===== src/rtl/pc_pkg.sv =====
// Shared types and constants for the fetch-stage program-counter unit.
package pc_pkg;

  typedef enum logic [2:0] {
    PC_SEQ,
    PC_BR,
    PC_J,
    PC_JR,
    PC_EXC
  } pc_sel_e;

  localparam logic [1:0] ALIGN_MASK = 2'b11;
  localparam int unsigned JUMP_FIELD_W = 26;
  localparam int unsigned REGION_W = 4;

endpackage


===== src/rtl/pc_ras.sv =====
// Circular return-address stack; push when full overwrites the oldest entry.
module pc_ras #(
  parameter int unsigned XLEN      = 32,
  parameter int unsigned RAS_DEPTH = 4
) (
  input  logic            clk,
  input  logic            rst_n,
  input  logic            push,
  input  logic            pop,
  input  logic [XLEN-1:0] push_data,
  output logic [XLEN-1:0] top,
  output logic            empty,
  output logic            full
);

  localparam int unsigned PW = $clog2(RAS_DEPTH);
  localparam int unsigned CW = $clog2(RAS_DEPTH + 1);

  logic [XLEN-1:0] mem_q [RAS_DEPTH];
  logic [PW-1:0]   ptr_q;
  logic [PW-1:0]   top_idx;
  logic [CW-1:0]   cnt_q;

  assign top_idx = ptr_q - PW'(1);
  assign empty   = (cnt_q == '0);
  assign full    = (cnt_q == CW'(RAS_DEPTH));
  assign top     = empty ? '0 : mem_q[top_idx];

  always_ff @(posedge clk or negedge rst_n) begin
    if (!rst_n) begin
      ptr_q <= '0;
      cnt_q <= '0;
      for (int i = 0; i < RAS_DEPTH; i++) begin
        mem_q[i] <= '0;
      end
    end else if (push && (!pop || empty)) begin
      mem_q[ptr_q] <= push_data;
      ptr_q        <= ptr_q + PW'(1);
      if (!full) begin
        cnt_q <= cnt_q + CW'(1);
      end
    end else if (push && pop) begin
      // Call replacing a return: rewrite the top in place, depth unchanged.
      mem_q[top_idx] <= push_data;
    end else if (pop && !empty) begin
      ptr_q <= top_idx;
      cnt_q <= cnt_q - CW'(1);
    end
  end

endmodule


===== src/rtl/pc_sequencer.sv =====
// Fetch PC register with prioritised next-PC select, stall, exception redirect,
// EPC capture, misaligned jump-register trap and a return-address stack.
module pc_sequencer
  import pc_pkg::*;
#(
  parameter int unsigned     XLEN         = 32,
  parameter logic [XLEN-1:0] RESET_VECTOR = '0,
  parameter logic [XLEN-1:0] EXC_VECTOR   = XLEN'(32'h8000_0180),
  parameter int unsigned     RAS_DEPTH    = 4
) (
  input  logic                    clk,
  input  logic                    rst_n,
  input  logic                    stall,
  input  logic                    exc,
  input  logic                    branch_taken,
  input  logic [XLEN-1:0]         signimm,
  input  logic                    jump,
  input  logic [JUMP_FIELD_W-1:0] instr_index,
  input  logic                    jump_reg,
  input  logic [XLEN-1:0]         reg_target,
  input  logic                    link,
  input  logic                    ras_pop,
  output logic [XLEN-1:0]         pc,
  output logic [XLEN-1:0]         pc_plus4,
  output logic [XLEN-1:0]         epc,
  output logic                    addr_err,
  output logic [XLEN-1:0]         ras_top,
  output logic                    ras_empty,
  output logic                    ras_full
);

  // Low bit of the preserved 256 MB region in a J-type target.
  localparam int unsigned SEG_LSB = 32 - REGION_W;

  logic [XLEN-1:0] pc_q, epc_q, next_pc;
  logic            addr_err_q;
  logic            misalign, take_exc, ras_en;
  pc_sel_e         sel;

  assign pc_plus4 = pc_q + XLEN'(4);
  assign misalign = jump_reg && ((reg_target[1:0] & ALIGN_MASK) != 2'b00);
  assign take_exc = exc || misalign;

  always_comb begin
    sel = PC_SEQ;
    if (take_exc)          sel = PC_EXC;
    else if (jump_reg)     sel = PC_JR;
    else if (jump)         sel = PC_J;
    else if (branch_taken) sel = PC_BR;
  end

  always_comb begin
    next_pc = pc_plus4;
    unique case (sel)
      PC_EXC:  next_pc = EXC_VECTOR;
      PC_JR:   next_pc = reg_target;
      PC_J:    next_pc = {pc_plus4[XLEN-1:SEG_LSB], instr_index, 2'b00};
      PC_BR:   next_pc = pc_plus4 + (signimm << 2);
      PC_SEQ:  next_pc = pc_plus4;
      default: next_pc = pc_plus4;
    endcase
  end

  always_ff @(posedge clk or negedge rst_n) begin
    if (!rst_n) begin
      pc_q       <= RESET_VECTOR;
      epc_q      <= '0;
      addr_err_q <= 1'b0;
    end else begin
      // Exceptions are not held off by a stall.
      if (take_exc || !stall) begin
        pc_q <= next_pc;
      end
      if (exc) begin
        epc_q <= pc_q;
      end else if (misalign) begin
        epc_q <= reg_target;
      end
      addr_err_q <= misalign;
    end
  end

  assign ras_en = !stall && !take_exc;

  pc_ras #(
    .XLEN      (XLEN),
    .RAS_DEPTH (RAS_DEPTH)
  ) u_ras (
    .clk       (clk),
    .rst_n     (rst_n),
    .push      (link && ras_en),
    .pop       (ras_pop && ras_en),
    .push_data (pc_plus4),
    .top       (ras_top),
    .empty     (ras_empty),
    .full      (ras_full)
  );

  assign pc       = pc_q;
  assign epc      = epc_q;
  assign addr_err = addr_err_q;

endmodule


===== config.mk =====
export PLATFORM = sky130hd
export DESIGN_NAME = pc_sequencer
export DESIGN_NICKNAME = d
export VERILOG_FILES = /design/src/rtl/pc_pkg.sv /design/src/rtl/pc_ras.sv /design/src/rtl/pc_sequencer.sv
export SDC_FILE = /design/constraint.sdc
export NUM_CORES = 1
export LEC_CHECK = 0
export BUFFER_PORTS_ARGS = -buffer_cell sky130_fd_sc_hd__clkbuf_2
export CORE_MARGIN = 1
export CORE_UTILIZATION = 32
export CTS_BUF_LIST = sky130_fd_sc_hd__clkbuf_2
export CTS_CLUSTER_DIAMETER = 200
export DETAILED_ROUTE_END_ITERATION = 12
export PLACE_DENSITY = 0.53
export SETUP_SLACK_MARGIN = 0.02
export SLEW_MARGIN = 10
export SYNTH_ARGS = -nofsm -noshare
export SYNTH_HDL_FRONTEND = slang
export SYNTH_SLANG_ARGS = --single-unit
export TNS_END_PERCENT = 20

===== constraint.sdc =====
create_clock -name clk -period 6 [get_ports clk]
set_clock_uncertainty 0.2 [all_clocks]
set_input_delay 1.2 -clock clk [delete_from_list [all_inputs] [get_ports clk]]
set_output_delay 1.2 -clock clk [all_outputs]
set_load 0.01 [all_outputs]

==> flow_metrics.env, run 1 <==
export IMPL_vias_per_cell=5.16
export IMPL_hp_class="in2async"
export IMPL_p_int_uw=3150
export IMPL_r2r_slack_ps=790
export IMPL_vias=9739
export IMPL_antenna_found_initial=6
export IMPL_synth_top_cell_by_area="dfrtp_1"
export IMPL_grt_overflow_total=0
export IMPL_stdcell_area_sq_um=13400
export IMPL_instances_no_fill=1887
export IMPL_routed_wl_mm=37.4
export IMPL_r2r_cells=17
export IMPL_gp_congestion=0.864
export IMPL_maxCapViolCount=0
export IMPL_r2r_start="pc[5]$_DFFE_PN0P_"
export IMPL_numCtsBuffers=17
export IMPL_cts_hold_buf=0
export IMPL_drt_pre_antenna_iters=5
export IMPL_path_class="reg2reg"
export IMPL_dp_cells=1851
export IMPL_grt_pass1_vias=9642
export IMPL_synth_async_reset_ratio=1.00
export IMPL_post_cts_buffers=0
export IMPL_synth_most_common_cell="dfrtp_1"
export IMPL_hold_viol=0
export IMPL_clkPwrFrac=0.134
export IMPL_io_pins=230
export IMPL_maxSlewViolCount=0
export IMPL_std_cell_rows=68
export IMPL_root_buffer="clkbuf_2"
export IMPL_seqPwrFrac=0.393
export IMPL_cts_resized_gates=0
export IMPL_drive_above_1_share=0.238
export IMPL_nFillCells=3672
export IMPL_yosysWarningCount=0
export IMPL_cp_arrival_ps=5710
export IMPL_cts_sinks=198
export IMPL_crit_path_start_kind="register"
export IMPL_synth_seq_area_share=0.432
export IMPL_max_slew_margin_rel=0.253
export IMPL_synth_nets=1364
export IMPL_port_buffers=227
export IMPL_placed_area_sq_um=13100
export IMPL_core_area_sq_um=34900
export IMPL_die_w_um=191
export IMPL_tritoncts="built"
export IMPL_grt_pass1_wl_mm=57.9
export IMPL_status="finished clean"
export IMPL_rsz0062_at_grt="no"
export IMPL_power_density_nw_per_um2=394
export IMPL_fin_nets=1557
export IMPL_p_total_uw=5260
export IMPL_synth_area_sq_um=11500
export IMPL_crit_fanout=8
export IMPL_fmax_ghz=0.192
export IMPL_setup_viol=0
export IMPL_path_clk_slew_ps=310
export IMPL_synth_top_area_frac=0.432
export IMPL_grt_max_degree=113
export IMPL_die_area_sq_um=36600
export IMPL_avgSynthCellArea_sq_um=9.39
export IMPL_leakagePower_uw=0.00638
export IMPL_critPathRequiredTime_ps=6500
export IMPL_setup_tns_ps=0
export IMPL_drc=0
export IMPL_peakVddDrop_mv=0.209
export IMPL_die_y_um=191
export IMPL_clock_path_buffers=2
export IMPL_route_antenna_remaining_nets=0
export IMPL_htreeDepth=4
export IMPL_timing_hold_ws_ps=241
export IMPL_synthTopCellsByArea="dfrtp_1 43%, a21oi_1 7.6%, mux4_2 6.3%"
export IMPL_regToRegEndpoint="pc[29]$_DFFE_PN0P_"
export IMPL_wl_per_cell_um=19.8
export IMPL_min_period_ps=5210
export IMPL_synthFlopType="dfrtp_1"
export IMPL_worst_pin_slew_ps=1120
export IMPL_syn_to_final_growth_pct=16.5
export IMPL_dp_hpwl_mm=28.1
export IMPL_p_comb_frac=0.473
export IMPL_synth_commonest_cells="198 x dfrtp_1, 175 x a21oi_1, 165 x nor2_1, 90 x nand2_1, 68 x o21ai_0"
export IMPL_dr_first_iter_drc_count=584
export IMPL_initial_utilization=0.329
export IMPL_netlist_cell_type_count=63
export IMPL_end_kind="register"
export IMPL_period_share=0.869
export IMPL_netlist_instances=1222
export IMPL_synth_enable_flop_cells=0
export IMPL_ys_seq_elements=198
export IMPL_track_usage=0.209
export IMPL_p_sw_uw=2120
export IMPL_worstSkewPairLatency_ps=840
export IMPL_netSwitchingFraction=0.402
==> power by group through the flow <==
stage / Clock (uW) / Combinational, uW / Sequential (uW)
floorplan: 0 / 1670 / 2030
global placement: 0 / 2520 / 2090
detailed placement: 0 / 2540 / 2100
CTS: 734 / 2550 / 2070
global route: 780 / 2770 / 2130
finish: 705 / 2490 / 2070
==> worst max path at each step <==
stage               cells after the start               from            endpoint  slack, ps
floorplan                              18  pc[3]$_DFFE_PN0P_  pc[28]$_DFFE_PN0P_       1910
global placement                       17  pc[5]$_DFFE_PN0P_  pc[29]$_DFFE_PN0P_        970
detailed placement                     17  pc[5]$_DFFE_PN0P_  pc[29]$_DFFE_PN0P_        960
CTS                                     9  pc[3]$_DFFE_PN0P_        pc_plus4[28]        790
global route                           17  pc[5]$_DFFE_PN0P_  pc[29]$_DFFE_PN0P_        470
finish                                 17  pc[5]$_DFFE_PN0P_  pc[29]$_DFFE_PN0P_        790
==> cells in the final DEF (no fill, tap or decap), types with 5 or more instances in the layout <==
| master | Yosys | routed |
|---|---|---|
| clkbuf_2 | 0 | 243 |
| dfrtp_1 | 198 | 197 |
| a21oi_1 | 175 | 175 |
| nor2_1 | 165 | 160 |
| nand2_1 | 90 | 90 |
| o21ai_0 | 68 | 68 |
| inv_1 | 46 | 46 |
| ha_1 | 41 | 41 |
| mux2i_1 | 40 | 40 |
| nor2b_1 | 34 | 34 |
| mux4_2 | 32 | 32 |
| xor2_1 | 31 | 31 |
| buf_4 | 2 | 24 |
| nand3_1 | 23 | 23 |
| xnor2_1 | 23 | 23 |
| a221oi_1 | 19 | 19 |
| nor3_1 | 13 | 12 |
| a21o_1 | 12 | 12 |
| nand4_1 | 9 | 9 |
| and2_1 | 9 | 9 |
| mux2_1 | 8 | 8 |
| mux2_2 | 8 | 8 |
| o21ai_1 | 8 | 7 |
| and3_1 | 6 | 6 |
| a31oi_1 | 6 | 6 |
| o22ai_1 | 6 | 6 |
| a221o_1 | 6 | 6 |
| nand2b_1 | 5 | 5 |
| o21a_1 | 5 | 5 |
| o22a_1 | 5 | 5 |
| inv_6 | 0 | 5 |
==> cells by family after synthesis <==
| group | share of synthesized area |
|---|---|
| fa+ha+maj | 0.0482 |
| xor+xnor | 0.0412 |
| compound gates | 0.181 |
| simple gates | 0.142 |
| flops | 0.432 |
| buf+inv | 0.0431 |
| mux | 0.113 |
==> metrics by stage <==
| step | utilization | setup WS (ps) |
|---|---|---|
| after floorplan | - | 1910 |
| after global placement | 0.376 | 973 |
| after detailed placement | 0.376 | 957 |
| after CTS | 0.383 | 791 |
| after global routing | 0.383 | 469 |
| final | 0.383 | 786 |
==> registers in the layout, summed over array words and instances (netlist names) <==
| register | flops |
|---|---|
| addr_err | 1 |
| u_ras.mem_q | 128 |
| pc | 32 |
| u_ras.cnt_q | 3 |
| epc | 32 |
| u_ras.ptr_q | 2 |
==> critical path: stages, from the launching register on <==
cell and delay, ps:
dfrtp_1 600, nand3_1 150, nor2_1 370, nand2_1 210, nor2_1 210, nand3_1 120, xor2_1 540, inv_1 150
ha_1 410, nand4_1 160, or2_1 230, o21ai_1 400, o21ai_1 270, o21a_1 260, o21ai_1 260, mux2i_1 220
a21oi_1 110, o22a_1 210
==> layer usage <==
metal  track usage  up-vias  wire length (um)
li1              -     4717                 -
met1         0.293     4725             17600
met2         0.332      268             17400
met3        0.0483       25              2110
met4        0.0348        4               297
met5             0        -                27
==> area by class of cell <==
type / count / area, sq um / area share
antenna: 4 / 10.0 / 0.000749
clock buffer: 17 / 85.1 / 0.00637
clock inverter: 15 / 168 / 0.0125
inverter: 46 / 173 / 0.0129
multi-input combinational: 901 / 6080 / 0.455
sequential: 198 / 4960 / 0.371
tap: 455 / 569 / 0.0426
timing repair buffer: 251 / 1330 / 0.0991
(Power assumes the default switching activity.)
==> run 2: changes to the inputs <==
--- a/config.mk
+++ b/config.mk
@@ -11,6 +11,7 @@
 export CTS_BUF_LIST = sky130_fd_sc_hd__clkbuf_2
 export CTS_CLUSTER_DIAMETER = 200
 export DETAILED_ROUTE_END_ITERATION = 12
+export MAX_ROUTING_LAYER = met4
 export PLACE_DENSITY = 0.53
 export SETUP_SLACK_MARGIN = 0.02
 export SLEW_MARGIN = 10
==> run 2 against run 1 <==
Combinational power barely moved. Flip-flop and latch count did not move. Fmax fell by 0.20%. Critical path type unchanged. Critical endpoint unchanged.
==> flow_metrics.env, run 2 (synthesis gave the netlist of run 1 again) <==
export IMPL_wl_per_cell_um=19.8
export IMPL_core_area_sq_um=34900
export IMPL_grt_pass1_vias=9644
export IMPL_port_buffers=227
export IMPL_rsz0062_at_grt="no"
export IMPL_setup_viol=0
export IMPL_post_cts_buffers=0
export IMPL_drt_pre_antenna_iters=6
export IMPL_gp_congestion=0.878
export IMPL_route_antenna_remaining_nets=0
export IMPL_drive_above_1_share=0.238
export IMPL_grt_pass1_wl_mm=57.9
export IMPL_instances_no_fill=1888
export IMPL_worst_pin_slew_ps=1100
export IMPL_tritoncts="built"
export IMPL_numCtsBuffers=17
export IMPL_cts_hold_buf=0
export IMPL_power_density_nw_per_um2=394
export IMPL_period_share=0.871
export IMPL_grt_max_degree=113
export IMPL_max_slew_margin_rel=0.264
export IMPL_nFillCells=3671
export IMPL_maxCapViolCount=0
export IMPL_die_w_um=191
export IMPL_fmax_ghz=0.191
export IMPL_std_cell_rows=68
export IMPL_drc=0
export IMPL_cts_sinks=198
export IMPL_dr_first_iter_drc_count=614
export IMPL_initial_utilization=0.329
export IMPL_peakVddDrop_mv=0.209
export IMPL_hold_viol=0
export IMPL_maxSlewViolCount=0
export IMPL_critPathRequiredTime_ps=6490
export IMPL_cp_arrival_ps=5710
export IMPL_die_area_sq_um=36600
export IMPL_htreeDepth=4
export IMPL_routed_wl_mm=37.4
export IMPL_vias_per_cell=5.18
export IMPL_crit_fanout=8
export IMPL_leakagePower_uw=0.00638
export IMPL_path_class="reg2reg"
export IMPL_cts_resized_gates=0
export IMPL_layout_common_cells="243 x clkbuf_2, 197 x dfrtp_1, 175 x a21oi_1, 160 x nor2_1, 90 x nand2_1"
export IMPL_grt_overflow_total=0
export IMPL_crit_path_start_kind="register"
export IMPL_io_pins=230
export IMPL_root_buffer="clkbuf_2"
export IMPL_track_usage=0.215
export IMPL_clock_path_buffers=2
export IMPL_status="finished clean"
export IMPL_largest_register="u_ras.mem_q"
export IMPL_layout_commonest_cell="clkbuf_2"
export IMPL_vias=9773
export IMPL_hp_class="in2async"
export IMPL_die_y_um=191
export IMPL_antenna_found_initial=5
export IMPL_fin_nets=1557
export IMPL_largest_reg_flops=128
export IMPL_path_clk_slew_ps=310
export IMPL_dp_hpwl_mm=28.1
export IMPL_min_period_ps=5220
export IMPL_setup_tns_ps=0
export IMPL_dp_cells=1851
export IMPL_end_kind="register"
export IMPL_syn_to_final_growth_pct=16.5
export IMPL_worstSkewPairLatency_ps=820
[run 2: critical path, stage by stage (launching register included)]
cell and delay [ps]:
dfrtp_1 600, nand3_1 150, nor2_1 370, nand2_1 210
nor2_1 210, nand3_1 110, xor2_1 570, inv_1 150
ha_1 420, nand4_1 160, or2_1 230, o21ai_1 410
o21ai_1 270, o21a_1 260, o21ai_1 260, mux2i_1 220
a21oi_1 110, o22a_1 210
[run 2: final cells by class]
| cell class | count | area, sq um | share of cell area |
|---|---|---|---|
| multi-input combinational | 901 | 6080 | 0.455 |
| sequential | 198 | 4960 | 0.371 |
| timing repair buffer | 251 | 1330 | 0.0991 |
| tap | 455 | 569 | 0.0426 |
| inverter | 46 | 173 | 0.0129 |
| clock inverter | 15 | 168 | 0.0125 |
| clock buffer | 17 | 85.1 | 0.00636 |
| antenna | 5 | 12.5 | 0.000936 |
[run 2: routing by layer]
layer	share of wire	vias to the layer above	track usage
met5	0	-	-
met4	0.0066	0	0.0348
met3	0.055	16	0.0420
met2	0.46	292	0.332
met1	0.47	4747	0.297
li1	-	4718	-
[run 2: power by group]
part	internal, uW	switching, uW	total (uW)
Sequential	1780	282	2070
Clock	202	499	701
Combinational	1160	1340	2500
[run 2: worst paths after layout]
check | from | endpoint | slack (ps) | cells past startpoint
worst max-delay path | pc[5]$_DFFE_PN0P_ | pc[29]$_DFFE_PN0P_ | 780 | 17
worst min-delay path | rst_n | u_ras.mem_q[11]$_DFFE_PN0P_ | 240 | 1
worst max register to register | pc[5]$_DFFE_PN0P_ | pc[29]$_DFFE_PN0P_ | 780 | 17
worst min register to register | u_ras.mem_q[67]$_DFFE_PN0P_ | u_ras.mem_q[67]$_DFFE_PN0P_ | 330 | 1
max in group asynchronous | rst_n | u_ras.mem_q[21]$_DFFE_PN0P_ | 4080 | 2
min in group clk | u_ras.mem_q[67]$_DFFE_PN0P_ | u_ras.mem_q[67]$_DFFE_PN0P_ | 330 | 1
[run 2: stage by stage]
step	instance area, sq um	setup slack, ps	power (uW)	util	hold slack (ps)
2_1_floorplan	11500	1910	3700	-	252
4_1_cts	13400	791	5350	0.383	230
3_5_place_dp	13100	957	4650	0.376	274
5_1_grt	13400	469	5680	0.383	233
3_3_place_gp	13100	973	4610	0.376	262
6_report	13400	776	5260	0.383	243
